## config.mk

```make
export PLATFORM = sky130hd
export DESIGN_NAME = pb_spi_slave_flat
export DESIGN_NICKNAME = d
export VERILOG_FILES = /design/src/rtl/pb_spi_slave_pkg.sv /design/src/rtl/pb_spi_slave_if.sv /design/src/rtl/spi_slave_shift.sv /design/src/rtl/pb_spi_slave.sv /design/src/flat_wrapper.sv
export SDC_FILE = /design/constraint.sdc
export NUM_CORES = 1
export LEC_CHECK = 0
export BUFFER_PORTS_ARGS = -buffer_cell sky130_fd_sc_hd__buf_2
export CAP_MARGIN = 5
export CORE_UTILIZATION = 45
export DETAILED_ROUTE_END_ITERATION = 10
export PLACE_DENSITY = 0.61
export SYNTH_ARGS = -nofsm -noshare
export SYNTH_HDL_FRONTEND = slang
export SYNTH_SLANG_ARGS = --single-unit
```

## constraint.sdc

```tcl
create_clock -name clk -period 1.9 [get_ports clk]
set_input_delay 0.285 -clock clk [delete_from_list [all_inputs] [get_ports clk]]
set_output_delay 0.285 -clock clk [all_outputs]
set_load 0.01 [all_outputs]
```

## src/rtl/pb_spi_slave_pkg.sv

```systemverilog
// pb_spi_slave_pkg
// Shared constants for the PicoBlaze SPI responder: register offsets within
// the four-port window, STATUS/CONTROL bit positions and the frame width.
package pb_spi_slave_pkg;

    localparam int SPI_BITS = 8;

    // Register offsets relative to BASE_ADDRESS
    typedef enum logic [1:0] {
        REG_DATA    = 2'd0,
        REG_STATUS  = 2'd1,
        REG_CONTROL = 2'd2,
        REG_CLEAR   = 2'd3
    } reg_sel_e;

    // STATUS bit positions (CLEAR uses the same positions for its W1C bits)
    localparam int ST_RX_VALID = 0;
    localparam int ST_TX_EMPTY = 1;
    localparam int ST_OVERRUN  = 2;
    localparam int ST_BUSY     = 3;
    localparam int ST_UNDERRUN = 4;
    localparam int ST_CS_DONE  = 5;

    // CONTROL bit positions
    localparam int CTL_RX_IRQ  = 0;
    localparam int CTL_CS_IRQ  = 1;
    localparam int CTL_ERR_IRQ = 2;

endpackage

```

## src/rtl/pb_spi_slave_if.sv

```systemverilog
// pb_spi_slave_if
// PicoBlaze port bus as seen by a peripheral.
//   port_id/data_in/read_strobe/write_strobe : processor -> peripheral
//   data_out/interrupt                       : peripheral -> processor
interface pb_spi_slave_if;
    logic [7:0] port_id;
    logic [7:0] data_in;
    logic [7:0] data_out;
    logic       read_strobe;
    logic       write_strobe;
    logic       interrupt;

    modport master (
        output port_id, data_in, read_strobe, write_strobe,
        input  data_out, interrupt
    );

    modport slave (
        input  port_id, data_in, read_strobe, write_strobe,
        output data_out, interrupt
    );
endinterface

```

## src/rtl/spi_slave_shift.sv

```systemverilog
// spi_slave_shift
// SPI mode-0 bit engine: synchronises sck/ncs/mosi into clk, detects edges,
// counts bits and runs the RX and TX shift registers.
//   clk, reset   : system clock, synchronous active-high reset
//   sck_i, ncs_i, mosi_i : raw asynchronous SPI inputs
//   load_data    : byte to load into TX shift when load_req is high
//   byte_done    : one-cycle pulse, 8th sck rise of a byte; rx_byte valid then
//   load_req     : one-cycle pulse, TX shift register loads load_data
//   cs_rise      : one-cycle pulse, end of a frame that was properly started
//   busy         : synchronised ncs is low
//   miso         : TX shift MSB
module spi_slave_shift
    import pb_spi_slave_pkg::*;
(
    input  logic                clk,
    input  logic                reset,
    input  logic                sck_i,
    input  logic                ncs_i,
    input  logic                mosi_i,
    input  logic [SPI_BITS-1:0] load_data,
    output logic                byte_done,
    output logic [SPI_BITS-1:0] rx_byte,
    output logic                load_req,
    output logic                cs_rise,
    output logic                busy,
    output logic                miso
);

    localparam int CNT_W = $clog2(SPI_BITS);
    localparam logic [CNT_W-1:0] LAST_BIT = CNT_W'(SPI_BITS - 1);

    // Bit order in the sync vectors: 2 = sck, 1 = ncs, 0 = mosi.
    // ncs resets high so an idle bus does not look like a frame start.
    localparam logic [2:0] SYNC_RST = 3'b010;

    logic [2:0] raw_in;
    logic [2:0] s1_reg, s2_reg, s3_reg;

    assign raw_in = {sck_i, ncs_i, mosi_i};

    generate
        for (genvar gi = 0; gi < 3; gi++) begin : g_sync
            always_ff @(posedge clk) begin
                if (reset) begin
                    s1_reg[gi] <= SYNC_RST[gi];
                    s2_reg[gi] <= SYNC_RST[gi];
                    s3_reg[gi] <= SYNC_RST[gi];
                end else begin
                    s1_reg[gi] <= raw_in[gi];
                    s2_reg[gi] <= s1_reg[gi];
                    s3_reg[gi] <= s2_reg[gi];
                end
            end
        end
    endgenerate

    logic [1:0]          prime_cnt_reg;
    logic                frame_active_reg;
    logic [CNT_W-1:0]    bit_cnt_reg;
    logic [SPI_BITS-1:0] rx_shift_reg;
    logic [SPI_BITS-1:0] tx_shift_reg;

    logic edges_ok, sck_rise, sck_fall, ncs_fall, ncs_rise;

    // After reset the sync chain holds reset values rather than real bus
    // state; edges are only trusted once all three stages have refilled, so
    // a reset in the middle of a frame cannot fake an ncs falling edge.
    assign edges_ok = (prime_cnt_reg == 2'd3);
    assign ncs_fall = edges_ok & ~s2_reg[1] &  s3_reg[1];
    assign ncs_rise = edges_ok &  s2_reg[1] & ~s3_reg[1];
    // sck only matters inside a frame that began with a seen ncs fall.
    assign sck_rise = edges_ok & frame_active_reg &  s2_reg[2] & ~s3_reg[2];
    assign sck_fall = edges_ok & frame_active_reg & ~s2_reg[2] &  s3_reg[2];

    assign rx_byte   = {rx_shift_reg[SPI_BITS-2:0], s2_reg[0]};
    assign byte_done = sck_rise & (bit_cnt_reg == LAST_BIT);
    assign load_req  = ncs_fall | (sck_fall & (bit_cnt_reg == '0));
    assign cs_rise   = ncs_rise & frame_active_reg;
    assign busy      = ~s2_reg[1];
    assign miso      = tx_shift_reg[SPI_BITS-1];

    always_ff @(posedge clk) begin
        if (reset) begin
            prime_cnt_reg    <= '0;
            frame_active_reg <= 1'b0;
            bit_cnt_reg      <= '0;
            rx_shift_reg     <= '0;
            tx_shift_reg     <= '0;
        end else begin
            if (!edges_ok) begin
                prime_cnt_reg <= prime_cnt_reg + 2'd1;
            end

            if (ncs_fall) begin
                frame_active_reg <= 1'b1;
                bit_cnt_reg      <= '0;
            end else if (ncs_rise) begin
                // Partial byte simply abandoned; rx_shift is overwritten by
                // the next full byte anyway.
                frame_active_reg <= 1'b0;
                bit_cnt_reg      <= '0;
            end else if (sck_rise) begin
                rx_shift_reg <= rx_byte;
                bit_cnt_reg  <= (bit_cnt_reg == LAST_BIT) ? '0 : bit_cnt_reg + 1'b1;
            end

            if (load_req) begin
                tx_shift_reg <= load_data;
            end else if (sck_fall) begin
                tx_shift_reg <= {tx_shift_reg[SPI_BITS-2:0], 1'b0};
            end
        end
    end

endmodule

```

## src/rtl/pb_spi_slave.sv

```systemverilog
// pb_spi_slave
// PicoBlaze-attached SPI responder: register file, flags and interrupt
// around the spi_slave_shift bit engine.
//   clk, reset      : system clock, synchronous active-high reset
//   bus (slave)     : PicoBlaze port bus (port_id, data_in, data_out,
//                     read_strobe, write_strobe, interrupt)
//   sck_i/ncs_i/mosi_i : SPI inputs from the remote master
//   miso_o, miso_oe : SPI data out and its enable (synchronised ncs low)
// Registers at BASE_ADDRESS+0..3: DATA, STATUS, CONTROL, CLEAR.
module pb_spi_slave
    import pb_spi_slave_pkg::*;
#(
    parameter logic [7:0] BASE_ADDRESS = 8'h00,
    parameter logic [7:0] IDLE_BYTE    = 8'hFF
) (
    input  logic           clk,
    input  logic           reset,
    pb_spi_slave_if.slave  bus,
    input  logic           sck_i,
    input  logic           ncs_i,
    input  logic           mosi_i,
    output logic           miso_o,
    output logic           miso_oe
);

    logic       byte_done, load_req, cs_rise, busy;
    logic [7:0] rx_byte, load_data;

    logic [7:0] rx_data_reg,   rx_data_next;
    logic       rx_valid_reg,  rx_valid_next;
    logic [7:0] tx_hold_reg,   tx_hold_next;
    logic       tx_empty_reg,  tx_empty_next;
    logic       overrun_reg,   overrun_next;
    logic       underrun_reg,  underrun_next;
    logic       cs_done_reg,   cs_done_next;
    logic [2:0] control_reg,   control_next;
    logic [7:0] data_out_reg,  data_out_next;
    logic       interrupt_reg, interrupt_next;

    logic [7:0] offset;
    logic       addr_hit;
    reg_sel_e   reg_sel;
    logic       rd_data, wr_data, wr_control, wr_clear;
    logic [7:0] status_vec;

    spi_slave_shift u_shift (
        .clk       (clk),
        .reset     (reset),
        .sck_i     (sck_i),
        .ncs_i     (ncs_i),
        .mosi_i    (mosi_i),
        .load_data (load_data),
        .byte_done (byte_done),
        .rx_byte   (rx_byte),
        .load_req  (load_req),
        .cs_rise   (cs_rise),
        .busy      (busy),
        .miso      (miso_o)
    );

    assign miso_oe   = busy;
    assign load_data = tx_empty_reg ? IDLE_BYTE : tx_hold_reg;

    assign offset     = bus.port_id - BASE_ADDRESS;
    assign addr_hit   = (offset[7:2] == 6'd0);
    assign reg_sel    = reg_sel_e'(offset[1:0]);
    assign rd_data    = bus.read_strobe  & addr_hit & (reg_sel == REG_DATA);
    assign wr_data    = bus.write_strobe & addr_hit & (reg_sel == REG_DATA);
    assign wr_control = bus.write_strobe & addr_hit & (reg_sel == REG_CONTROL);
    assign wr_clear   = bus.write_strobe & addr_hit & (reg_sel == REG_CLEAR);

    assign bus.data_out  = data_out_reg;
    assign bus.interrupt = interrupt_reg;

    always_comb begin
        rx_data_next  = rx_data_reg;
        rx_valid_next = rx_valid_reg;
        tx_hold_next  = tx_hold_reg;
        tx_empty_next = tx_empty_reg;
        overrun_next  = overrun_reg;
        underrun_next = underrun_reg;
        cs_done_next  = cs_done_reg;
        control_next  = control_reg;

        // Clears first so a flag event in the same cycle is not lost.
        if (wr_clear) begin
            if (bus.data_in[ST_OVERRUN])  overrun_next  = 1'b0;
            if (bus.data_in[ST_UNDERRUN]) underrun_next = 1'b0;
            if (bus.data_in[ST_CS_DONE])  cs_done_next  = 1'b0;
        end

        if (rd_data) begin
            rx_valid_next = 1'b0;
        end

        // A DATA read in the completing cycle frees the slot for the new byte.
        if (byte_done) begin
            if (!rx_valid_reg || rd_data) begin
                rx_data_next  = rx_byte;
                rx_valid_next = 1'b1;
            end else begin
                overrun_next = 1'b1;
            end
        end

        if (load_req) begin
            if (tx_empty_reg) begin
                underrun_next = 1'b1;
            end else begin
                tx_empty_next = 1'b1;
            end
        end

        // The load above already took the old holding value; a same-cycle
        // write is kept for the next load point.
        if (wr_data) begin
            tx_hold_next  = bus.data_in;
            tx_empty_next = 1'b0;
        end

        if (wr_control) begin
            control_next = bus.data_in[2:0];
        end

        if (cs_rise) begin
            cs_done_next = 1'b1;
        end

        status_vec              = 8'h00;
        status_vec[ST_RX_VALID] = rx_valid_reg;
        status_vec[ST_TX_EMPTY] = tx_empty_reg;
        status_vec[ST_OVERRUN]  = overrun_reg;
        status_vec[ST_BUSY]     = busy;
        status_vec[ST_UNDERRUN] = underrun_reg;
        status_vec[ST_CS_DONE]  = cs_done_reg;

        data_out_next = 8'h00;
        if (addr_hit) begin
            case (reg_sel)
                REG_DATA:    data_out_next = rx_data_reg;
                REG_STATUS:  data_out_next = status_vec;
                REG_CONTROL: data_out_next = {5'd0, control_reg};
                default:     data_out_next = 8'h00;
            endcase
        end

        // Built from next-state flags so the interrupt tracks them with one
        // register delay instead of two.
        interrupt_next = (control_next[CTL_RX_IRQ]  & rx_valid_next)
                       | (control_next[CTL_CS_IRQ]  & cs_done_next)
                       | (control_next[CTL_ERR_IRQ] & (overrun_next | underrun_next));
    end

    always_ff @(posedge clk) begin
        if (reset) begin
            rx_data_reg   <= 8'h00;
            rx_valid_reg  <= 1'b0;
            tx_hold_reg   <= 8'h00;
            tx_empty_reg  <= 1'b1;
            overrun_reg   <= 1'b0;
            underrun_reg  <= 1'b0;
            cs_done_reg   <= 1'b0;
            control_reg   <= 3'd0;
            data_out_reg  <= 8'h00;
            interrupt_reg <= 1'b0;
        end else begin
            rx_data_reg   <= rx_data_next;
            rx_valid_reg  <= rx_valid_next;
            tx_hold_reg   <= tx_hold_next;
            tx_empty_reg  <= tx_empty_next;
            overrun_reg   <= overrun_next;
            underrun_reg  <= underrun_next;
            cs_done_reg   <= cs_done_next;
            control_reg   <= control_next;
            data_out_reg  <= data_out_next;
            interrupt_reg <= interrupt_next;
        end
    end

endmodule

```

## src/flat_wrapper.sv

```systemverilog
// flat-port wrapper written by rule: the top's interface ports become plain ports
module pb_spi_slave_flat import pb_spi_slave_pkg::*;
#(
    parameter logic [7:0] BASE_ADDRESS = 8'h00,
    parameter logic [7:0] IDLE_BYTE    = 8'hFF
)
  (clk, reset, sck_i, ncs_i, mosi_i, miso_o, miso_oe, bus_port_id, bus_data_in, bus_read_strobe, bus_write_strobe, bus_data_out, bus_interrupt);
  pb_spi_slave_if bus_i ();
  input  logic clk;
  input  logic reset;
  input  logic sck_i;
  input  logic ncs_i;
  input  logic mosi_i;
  output logic miso_o;
  output logic miso_oe;
  input wire logic [$bits(bus_i.port_id)-1:0] bus_port_id;
  input wire logic [$bits(bus_i.data_in)-1:0] bus_data_in;
  input wire logic [$bits(bus_i.read_strobe)-1:0] bus_read_strobe;
  input wire logic [$bits(bus_i.write_strobe)-1:0] bus_write_strobe;
  output wire logic [$bits(bus_i.data_out)-1:0] bus_data_out;
  output wire logic [$bits(bus_i.interrupt)-1:0] bus_interrupt;
  assign bus_i.port_id = bus_port_id;
  assign bus_i.data_in = bus_data_in;
  assign bus_i.read_strobe = bus_read_strobe;
  assign bus_i.write_strobe = bus_write_strobe;
  assign bus_data_out = bus_i.data_out;
  assign bus_interrupt = bus_i.interrupt;
  pb_spi_slave #(.BASE_ADDRESS(BASE_ADDRESS), .IDLE_BYTE(IDLE_BYTE)) u_core (.clk(clk), .reset(reset), .bus(bus_i), .sck_i(sck_i), .ncs_i(ncs_i), .mosi_i(mosi_i), .miso_o(miso_o), .miso_oe(miso_oe));
endmodule
```

==> results of run 1 <==
[repair_timing]
action / 4_1_cts / 5_1_grt
buffers inserted: 0 / 0
resized for setup: 0 / 1
setup endpoints to repair: 0 / 7
[cell type report]
class	instances	area, sq um
Sequential cell	62	1240
Multi-Input combinational cell	179	1150
Fill cell	489	2280
Tap cell	70	87.6
Clock inverter	4	22.5
Inverter	6	22.5
Timing Repair Buffer	44	273
Clock buffer	11	151
[per-stage QoR]
| step | hold slack (ns) | worst slack [ns] | cells |
|---|---|---|---|
| global placement | 0.392 | 0.0658 | 361 |
| finish | 0.133 | 0.218 | 376 |
| detailed placement | 0.394 | 0.0939 | 361 |
| floorplan | 0.389 | 0.130 | 260 |
| global route | 0.124 | 0.0307 | 376 |
| CTS | 0.124 | 0.148 | 376 |
[metal layers]
layer / vias up / GRT usage [%]
met5: - / 0
met4: 0 / 9.81
met3: 9 / 4.91
met2: 40 / 26.4
met1: 851 / 24.3
li1: 972 / -
[worst min path at each step]
stage,start,to,slack [ns],cells past startpoint
floorplan,ncs_i,u_core.u_shift.s1_reg[1],0.39,1
global placement,u_core.u_shift.s1_reg[1],u_core.u_shift.s2_reg[1],0.39,1
detailed placement,u_core.u_shift.s1_reg[1],u_core.u_shift.s2_reg[1],0.39,1
CTS,ncs_i,u_core.u_shift.s1_reg[1],0.12,2
global route,ncs_i,u_core.u_shift.s1_reg[1],0.12,2
finish,ncs_i,u_core.u_shift.s1_reg[1],0.13,2
[cells by family (layout without fill, tap and decap cells)]
| group | count (synthesis) | after routing | share of synthesized area, % |
|---|---|---|---|
| AND/OR/NAND/NOR | 105 | 105 | 20.1 |
| flip-flops | 62 | 62 | 49.8 |
| AO/OA/AOI/OAI | 34 | 34 | 9.73 |
| multiplexers | 34 | 34 | 13.6 |
| buffers and inverters | 19 | 65 | 4.01 |
| adder cells (fa/ha/maj) | 4 | 4 | 2.01 |
| XOR/XNOR | 2 | 2 | 0.703 |
[power by group]
group	switching [W]	internal, W	leakage (nW)	total [W]
Combinational	0.0000752	0.0000595	0.679	0.000135
Sequential	0.0000123	0.00132	0.501	0.00133
Clock	0.000483	0.000529	0.0910	0.00101
Total	0.000570	0.00191	1.27	0.00248
[synthesized netlist by cell type]
cell type and count:
dfxtp_1 62, and2_1 3, nor2b_1 6, nor3_4 1
or2_2 3, nand4b_1 1, buf_2 1, inv_1 6
o21ai_0 2, nor2_1 55, nand2b_1 2, a21oi_2 1
clkbuf_8 2, buf_6 1, o21ai_1 1, nand4b_2 1
nand4_1 3, mux2i_1 34, clkbuf_1 9, o21a_1 1
ha_1 4, xor2_1 2, nor3b_1 1, a21o_1 1
a21oi_1 15, a211o_1 1, nand3b_1 1, a41oi_4 1
nand2_1 18, nand3_1 2, a2111oi_0 1, o211ai_1 7
o32ai_2 1, nor4_4 1, a22oi_1 2, nor3_1 7
[placed cells by master, fill, tap and decap left out, types with 2 or more instances in the layout]
master,instances
nand4_1,3
clkinv_2,3
o211ai_1,7
xor2_1,2
nand2_1,18
mux2i_1,34
nand2b_1,2
nor2b_1,6
buf_12,2
buf_2,33
and2_1,3
nand3_1,2
dfxtp_1,62
inv_1,6
or2_2,3
a22oi_1,2
nor3_1,7
clkbuf_8,11
a21oi_1,15
nor2_1,55
buf_4,9
o21ai_0,2
ha_1,3
==> metrics.csv, run 1 <==
metric,value,unit
status,"complete, no violations",
grt_max_degree,29,
worstPathArrival,1.91,ns
r2r_slack,0.22,ns
critical_path_class,reg -> reg,
first_pass_iters,4,
die_w,76.4,um
setup_viol,0,
finalHoldViolCount,0,
cts_buffers,9,
num_rows,26,
netlist.area_leader.share,49.8,%
utilization,56.4,%
cts_tree,done,
cpMaxStageDelayCell,dfxtp_1,
drive_above_1_share,22.5,%
period_share,88.5,%
io_buffers,33,
place.gp.congestion,0.738,
cp_cell_sequence,ha_1 > ha_1 > inv_1 > nor2_1 > a22oi_1 > nand2_1 > a211o_1,
postSynthAreaPerCell,9.59,sq um
r2r_end,u_core.bus.interrupt,
yosysTopAreaCell,dfxtp_1,
fin_setup_tns,0,ns
postSynthCellCount,260,
synth_cell_types,36,
area_delta_synth_final,18.4,%
postLayoutCellArea,2950,sq um
highest_layer,met4,
grt_pass1_vias,1755,
yosys_warnings,0,
reg2regPathDepth,7,
relSlewSlack,64.6,%
clk_path_buf_depth,2,
overflow,0,
cp_max_fo,4,
mappedNetlistArea,2490,sq um
grt_pass1_wl,8.22,mm
dr_wl_met3,215,um
critPathLaunchType,flip-flop,
worstSkewPairLatency,0.34,ns
path_buf_inv,1,
tightest_slew,0.531,ns
cp-end-kind,flip-flop,
vias,1872,
grt_usage,18.1,%
grt_antenna_before_repair,0,
routed_wirelength,4.76,mm
ios,34,
cp_top_family,compound AO/OA/AOI/OAI gates,
syn_nets,287,
yosysSeqAreaShare,49.8,%
clkTransAtPathRegs,0.07,ns
cp.depth,7,
startpoint,u_core.u_shift.bit_cnt_reg[0],
ant_nets,0,
hp-class,in -> reg,
design.core.area,5240,sq um
wl_met1,2.48,mm
max_freq,594,MHz
start_util,47.6,%
wl_per_cell,12.6,um
crit_top_cell,ha_1,
crit_end,u_core.bus.interrupt,
clock_sinks,62,
worstPathRequired,2.12,ns
postPlaceCellArea,2780,sq um
diodes,0,
drc,0,
fin_nets,329,
die_area,5840,sq um
p_leak,1.27,nW
finalCriticalPeriod,1.68,ns
r2r_start,u_core.u_shift.bit_cnt_reg[0],
ys_seq_elements,62,
die_h,76.4,um
dpl.hpwl,3.45,mm
cts_max_level,3,
ys_top_cells_by_area,"dfxtp_1 50%, mux2i_1 14%, nor2_1 8.3%, a21oi_1 3.0%, nand2_1 2.7%",
cts_root_buf,clkbuf_8,
rsz0062_at_grt,false,
dr.first_iter.drc_count,116,
maxCapViolations,0,
p_per_area,839,nW/um^2
critical_path.max_stage_delay,0.34,ns
wl_met2,1.98,mm
finalPower,0.00248,W
drv_slew,0,
clock_skew,0.00776,ns
via_per_inst,4.98,
peakVddDrop,0.423,mV
cts.hold.buffers_added,0,
Power figures use the tool's default switching activity.
==> run 2: changes to the inputs <==
--- a/config.mk
+++ b/config.mk
@@ -10,6 +10,7 @@
 export CORE_UTILIZATION = 45
 export DETAILED_ROUTE_END_ITERATION = 10
 export PLACE_DENSITY = 0.61
+export RECOVER_POWER = 25
 export SYNTH_ARGS = -nofsm -noshare
 export SYNTH_HDL_FRONTEND = slang
 export SYNTH_SLANG_ARGS = --single-unit
==> run 2 against run 1 <==
Worst setup slack got worse by 0.017 ns; combinational power is essentially flat; critical endpoint is now u_core.rx_data_reg[4]; core utilization down 0.21 points; power is essentially flat; critical path type unchanged.
==> metrics.csv, run 2 (same netlist as run 1, synthesis figures left out) <==
metric,value,unit
critPathLaunchType,flip-flop,
maxCapViolations,0,
relSlewSlack,15.5,%
finalHoldViolCount,0,
design.core.area,5240,sq um
routed_wirelength,4.77,mm
highest_layer,met4,
critical_path_class,reg -> reg,
period_share,89.4,%
postPlaceCellArea,2780,sq um
cp_cell_sequence,ha_2 > nand4b_2 > nor3_4 > buf_12 > mux2i_1 > nor2_1,
io_buffers,33,
clock_skew,0.00777,ns
max_freq,589,MHz
nFillCells,495,
grt_antenna_before_repair,0,
grt_pass1_vias,1755,
place_ws,0.0939,ns
clkTransAtPathRegs,0.06,ns
drc,0,
clk_path_buf_depth,2,
setup_viol,0,
worstSkewPairLatency,0.33,ns
cpMaxStageDelayCell,dfxtp_1,
critical_path.max_stage_delay,0.35,ns
dr_wl_met3,220,um
finalPower,0.00248,W
r2r_slack,0.20,ns
dpl.hpwl,3.45,mm
diodes,0,
area_delta_synth_final,18.0,%
start_util,47.6,%
wl_per_cell,12.7,um
grt_pass1_wl,8.22,mm
first_pass_iters,4,
cts_max_level,3,
finalCriticalPeriod,1.70,ns
rsz0062_at_grt,false,
final_cell_mix,"62 x dfxtp_1, 55 x nor2_1, 34 x mux2i_1",
final_common_cell,dfxtp_1,
grt_usage,18.1,%
cp-end-kind,flip-flop,
ant_nets,0,
die_h,76.4,um
dp.cells,361,
num_rows,26,
drive_above_1_share,19.6,%
wl_met2,2.01,mm
cp_max_fo,8,
clock_sinks,62,
postLayoutCellArea,2940,sq um
dr.first_iter.drc_count,100,
die_area,5840,sq um
post_cts_buffers,0,
overflow,0,
die_w,76.4,um
place.gp.congestion,0.738,
setup_ws,0.201,ns
drv_slew,0,
cts_buffers,9,
via_per_inst,4.95,
stdcell_count,376,
worstPathRequired,2.07,ns
cts_tree,done,
worstPathArrival,1.87,ns
ios,34,
status,"complete, no violations",
cts_root_buf,clkbuf_8,
grt_max_degree,29,
p_per_area,842,nW/um^2
fin_nets,329,
hp-class,in -> reg,
vias,1861,
wl_met1,2.48,mm
peakVddDrop,0.424,mV
p_leak,1.23,nW
tightest_slew,1.27,ns
fin_setup_tns,0,ns
run 2: changes by cell type in the layout (fill, tap and decap cells not counted):
cell      before  now
buf_2         33   24
clkbuf_1       0    9
run 2: power breakdown:
| part | switching, W | internal (W) | total (W) |
|---|---|---|---|
| combinational | 0.0000754 | 0.0000592 | 0.000135 |
| clock | 0.000481 | 0.000529 | 0.00101 |
| sequential | 0.0000123 | 0.00132 | 0.00133 |
| total | 0.000569 | 0.00191 | 0.00248 |
run 2: layout make-up:
cell class	count	area (sq um)	share of cell area [%]
Sequential cell	62	1240	42.2
Tap cell	70	87.6	2.98
Clock inverter	4	22.5	0.766
Clock buffer	11	151	5.15
Timing Repair Buffer	44	262	8.89
Inverter	6	22.5	0.766
Multi-Input combinational cell	179	1150	39.3
run 2: worst max-delay path: cells and delay by family, from the launching register on:
kind	cells	cell delay, ns
adders and majority gates	1	0.26
buffers and inverters	1	0.16
DFF	1	0.35
muxes	1	0.19
and+or+nand+nor	3	0.58
run 2: what timing repair did:
action                                  CTS  global route
endpoints found under the setup margin    0             7
gates resized for setup                   0             1
hold buffers                              0             0
run 2: per-stage QoR:
stage / hold WS, ns / util, %
after global routing: 0.124 / 56.2
after detailed placement: 0.394 / 53.0
final: 0.135 / 56.2
after global placement: 0.392 / 53.0
after floorplan: 0.389 / -
after CTS: 0.124 / 56.3
run 2: path summary, 6_finish.rpt:
kind	from	endpoint	cells past startpoint
max reg2reg	u_core.u_shift.prime_cnt_reg[0]	u_core.rx_data_reg[4]	6
min reg2reg	u_core.u_shift.s1_reg[1]	u_core.u_shift.s2_reg[1]	1
max	u_core.u_shift.prime_cnt_reg[0]	u_core.rx_data_reg[4]	6
min	ncs_i	u_core.u_shift.s1_reg[1]	2
run 2: layer usage:
| metal | track usage (%) | vias to the layer above |
|---|---|---|
| met3 | 4.91 | 7 |
| met5 | 0 | - |
| li1 | - | 971 |
| met1 | 24.3 | 846 |
| met2 | 26.4 | 37 |
| met4 | 9.81 | 0 |
==> run 3: changes to the inputs <==
--- a/config.mk
+++ b/config.mk
@@ -5,6 +5,7 @@
 export SDC_FILE = /design/constraint.sdc
 export NUM_CORES = 1
 export LEC_CHECK = 0
+export ABC_AREA = 1
 export BUFFER_PORTS_ARGS = -buffer_cell sky130_fd_sc_hd__buf_2
 export CAP_MARGIN = 5
 export CORE_UTILIZATION = 45
==> run 3 against run 2 <==
Wire length is 10% higher; worst setup slack better by 0.031 ns; cell area is 1.1% higher; clock power is 31% higher; combinational power is 11% higher; sequential cell count stayed put; sequential power hardly changed; clock skew is 0.0015 ns lower; critical endpoint is now u_core.u_shift.tx_shift_reg[1].
==> metrics.csv, run 3 <==
metric,value,unit
status,"complete, no violations",
peakVddDrop,0.505,mV
hp-class,in -> reg,
worstPathArrival,1.91,ns
synth_cell_types,32,
postSynthAreaPerCell,7.84,sq um
vias,2116,
ant_nets,0,
first_pass_iters,4,
cts_tree,done,
place.gp.congestion,0.785,
p_sw_share,21.9,%
cp_max_fo,14,
relSlewSlack,50.0,%
max_freq,600,MHz
via_per_inst,4.85,
fin_setup_tns,0,ns
design.core.area,5240,sq um
setup_ws,0.232,ns
drv_slew,0,
r2r_start,u_core.u_shift.bit_cnt_reg[0],
yosys-top-cells-count,"62 x dfxtp_1, 58 x nor2_1, 40 x nand2_1, 39 x inv_1, 25 x o21ai_0",
final_common_cell,dfxtp_1,
ys_top_cells_by_area,"dfxtp_1 49%, nor2_1 8.6%, nand2_1 5.9%, inv_1 5.8%, o21ai_0 5.0%",
cts.hold.buffers_added,0,
diodes,0,
nFillCells,517,
power_frac_comb,5.4,%
dr.first_iter.drc_count,74,
yosys_warnings,0,
grt_antenna_before_repair,0,
overflow,0,
min_path_cells,2,
p_per_area,944,nW/um^2
yosysSeqAreaShare,49.2,%
clock_sinks,62,
hold_path_end,u_core.u_shift.s1_reg[1],
grt_max_degree,38,
cts_max_level,3,
maxCapViolations,0,
critPathLaunchType,flip-flop,
critical_path_class,reg -> reg,
r2r_end,u_core.u_shift.tx_shift_reg[1],
die_area,5910,sq um
rsz0062_at_grt,false,
cp-end-kind,flip-flop,
yosysTopAreaCell,dfxtp_1,
cts_buffers,9,
wl_per_cell,12.1,um
p_leak,1.38,nW
period_share,87.8,%
cpMaxStageDelayCell,dfxtp_1,
fin_nets,388,
post_cts_buffers,0,
grt_usage,20.7,%
drc,0,
netlist.area_leader.share,49.2,%
die_h,76.9,um
postSynthCellCount,322,
min_from,ncs_i,
dpl.hpwl,3.74,mm
finalHoldViolCount,0,
synth_most_common_cell,dfxtp_1,
whs,0.130,ns
grt_pass1_vias,2096,
utilization,56.8,%
worstSkewPairLatency,0.34,ns
grt_pass1_wl,9.45,mm
tightest_slew,0.749,ns
switchingPower,0.000614,W
critical_path.max_stage_delay,0.36,ns
cp_top_family,simple AND/OR/NAND/NOR gates,
r2r_slack,0.23,ns
start_util,48.2,%
synth_edf_count,0,
path_buf_inv,4,
syn_nets,349,
die_w,76.9,um
drive_above_1_share,19.9,%
ys_seq_elements,62,
p_seq_share,47.6,%
io_buffers,33,
routed_wirelength,5.27,mm
clk_path_buf_depth,2,
final_cell_mix,"62 x dfxtp_1, 59 x nor2_1, 40 x nand2_1",
place_ws,0.145,ns
async_flop_share,0,%
mappedNetlistArea,2520,sq um
intPower,0.00220,W
ios,34,
clock_skew,0.00622,ns
synth_flop_cell,dfxtp_1,
cts_root_buf,clkbuf_8,
finalPower,0.00281,W
finalCriticalPeriod,1.67,ns
crit_top_cell,inv_1,
worstPathRequired,2.14,ns
cp_cell_sequence,inv_1 > ha_1 > inv_1 > nor2_1 > nand3b_4 > nand2_2 > nor2_2 > inv_2 > or2_2 > nand3_1 > inv_1,
clkPwrFrac,47.0,%
clkTransAtPathRegs,0.07,ns
setup_viol,0,
reg2regPathDepth,11,
ctsResizeCount,0,
num_rows,26,
area_delta_synth_final,17.9,%
==> run 3: changes by cell type after synthesis, sizes merged, moves of 7 or more <==
cell	before	now
nand2	18	44
o21ai	3	28
inv	6	41
nand3	2	17
o211ai	7	0
o22ai	0	7
nor2	55	62
mux2i	34	0
==> run 3: logic make-up (layout without fill, tap and decap cells) <==
kind of cell / count (synthesis) / after routing / share of synthesized area, %
flops: 62 / 62 / 49.2
buf+inv: 52 / 96 / 8.82
simple gates: 142 / 142 / 26.4
fa+ha+maj: 4 / 4 / 1.98
xor+xnor: 1 / 1 / 0.347
compound gates: 61 / 61 / 13.3
==> run 3: area by class of cell <==
| type | instances | area, sq um | share of cell area [%] |
|---|---|---|---|
| flip-flops and latches | 62 | 1240 | 41.7 |
| clock inverters | 5 | 81.3 | 2.73 |
| multi-input cells | 208 | 1060 | 35.7 |
| clock buffers | 11 | 151 | 5.09 |
| repair buffers | 37 | 190 | 6.39 |
| well taps | 70 | 87.6 | 2.94 |
| inverters | 43 | 163 | 5.47 |
==> run 3: power groups by stage <==
stage	Combinational, W	Clock, W	Sequential [W]
global placement	0.000145	0	0.00137
finish	0.000150	0.00132	0.00134
global route	0.000174	0.00141	0.00134
CTS	0.000153	0.00136	0.00134
floorplan	0.000102	0	0.00136
detailed placement	0.000153	0	0.00137
==> run 3: metal layers <==
metal / up-vias / wire length [um] / GRT usage, %
li1: 1117 / - / -
met1: 956 / 2590 / 24.6
met2: 38 / 2380 / 34.6
met3: 5 / 261 / 7.26
met4: 0 / 32 / 6.92
met5: - / 0 / 0
==> run 3: worst max path at each step <==
stage | start | end | slack (ns) | cells past startpoint
global route | u_core.u_shift.prime_cnt_reg[0] | u_core.u_shift.rx_shift_reg[3] | 0.07 | 8
global placement | u_core.u_shift.prime_cnt_reg[0] | u_core.u_shift.rx_shift_reg[2] | 0.20 | 8
CTS | u_core.u_shift.prime_cnt_reg[0] | u_core.u_shift.rx_shift_reg[6] | 0.13 | 8
detailed placement | u_core.u_shift.prime_cnt_reg[0] | u_core.u_shift.rx_shift_reg[1] | 0.14 | 8
floorplan | u_core.u_shift.prime_cnt_reg[0] | u_core.u_shift.tx_shift_reg[4] | 0.35 | 11
finish | u_core.u_shift.bit_cnt_reg[0] | u_core.u_shift.tx_shift_reg[1] | 0.23 | 11
==> run 3: stage by stage <==
stage / area [sq um] / cells
floorplan: 2520 / 322
global placement: 2750 / 420
detailed placement: 2750 / 420
CTS: 2980 / 436
global route: 2980 / 436
finish: 2980 / 436
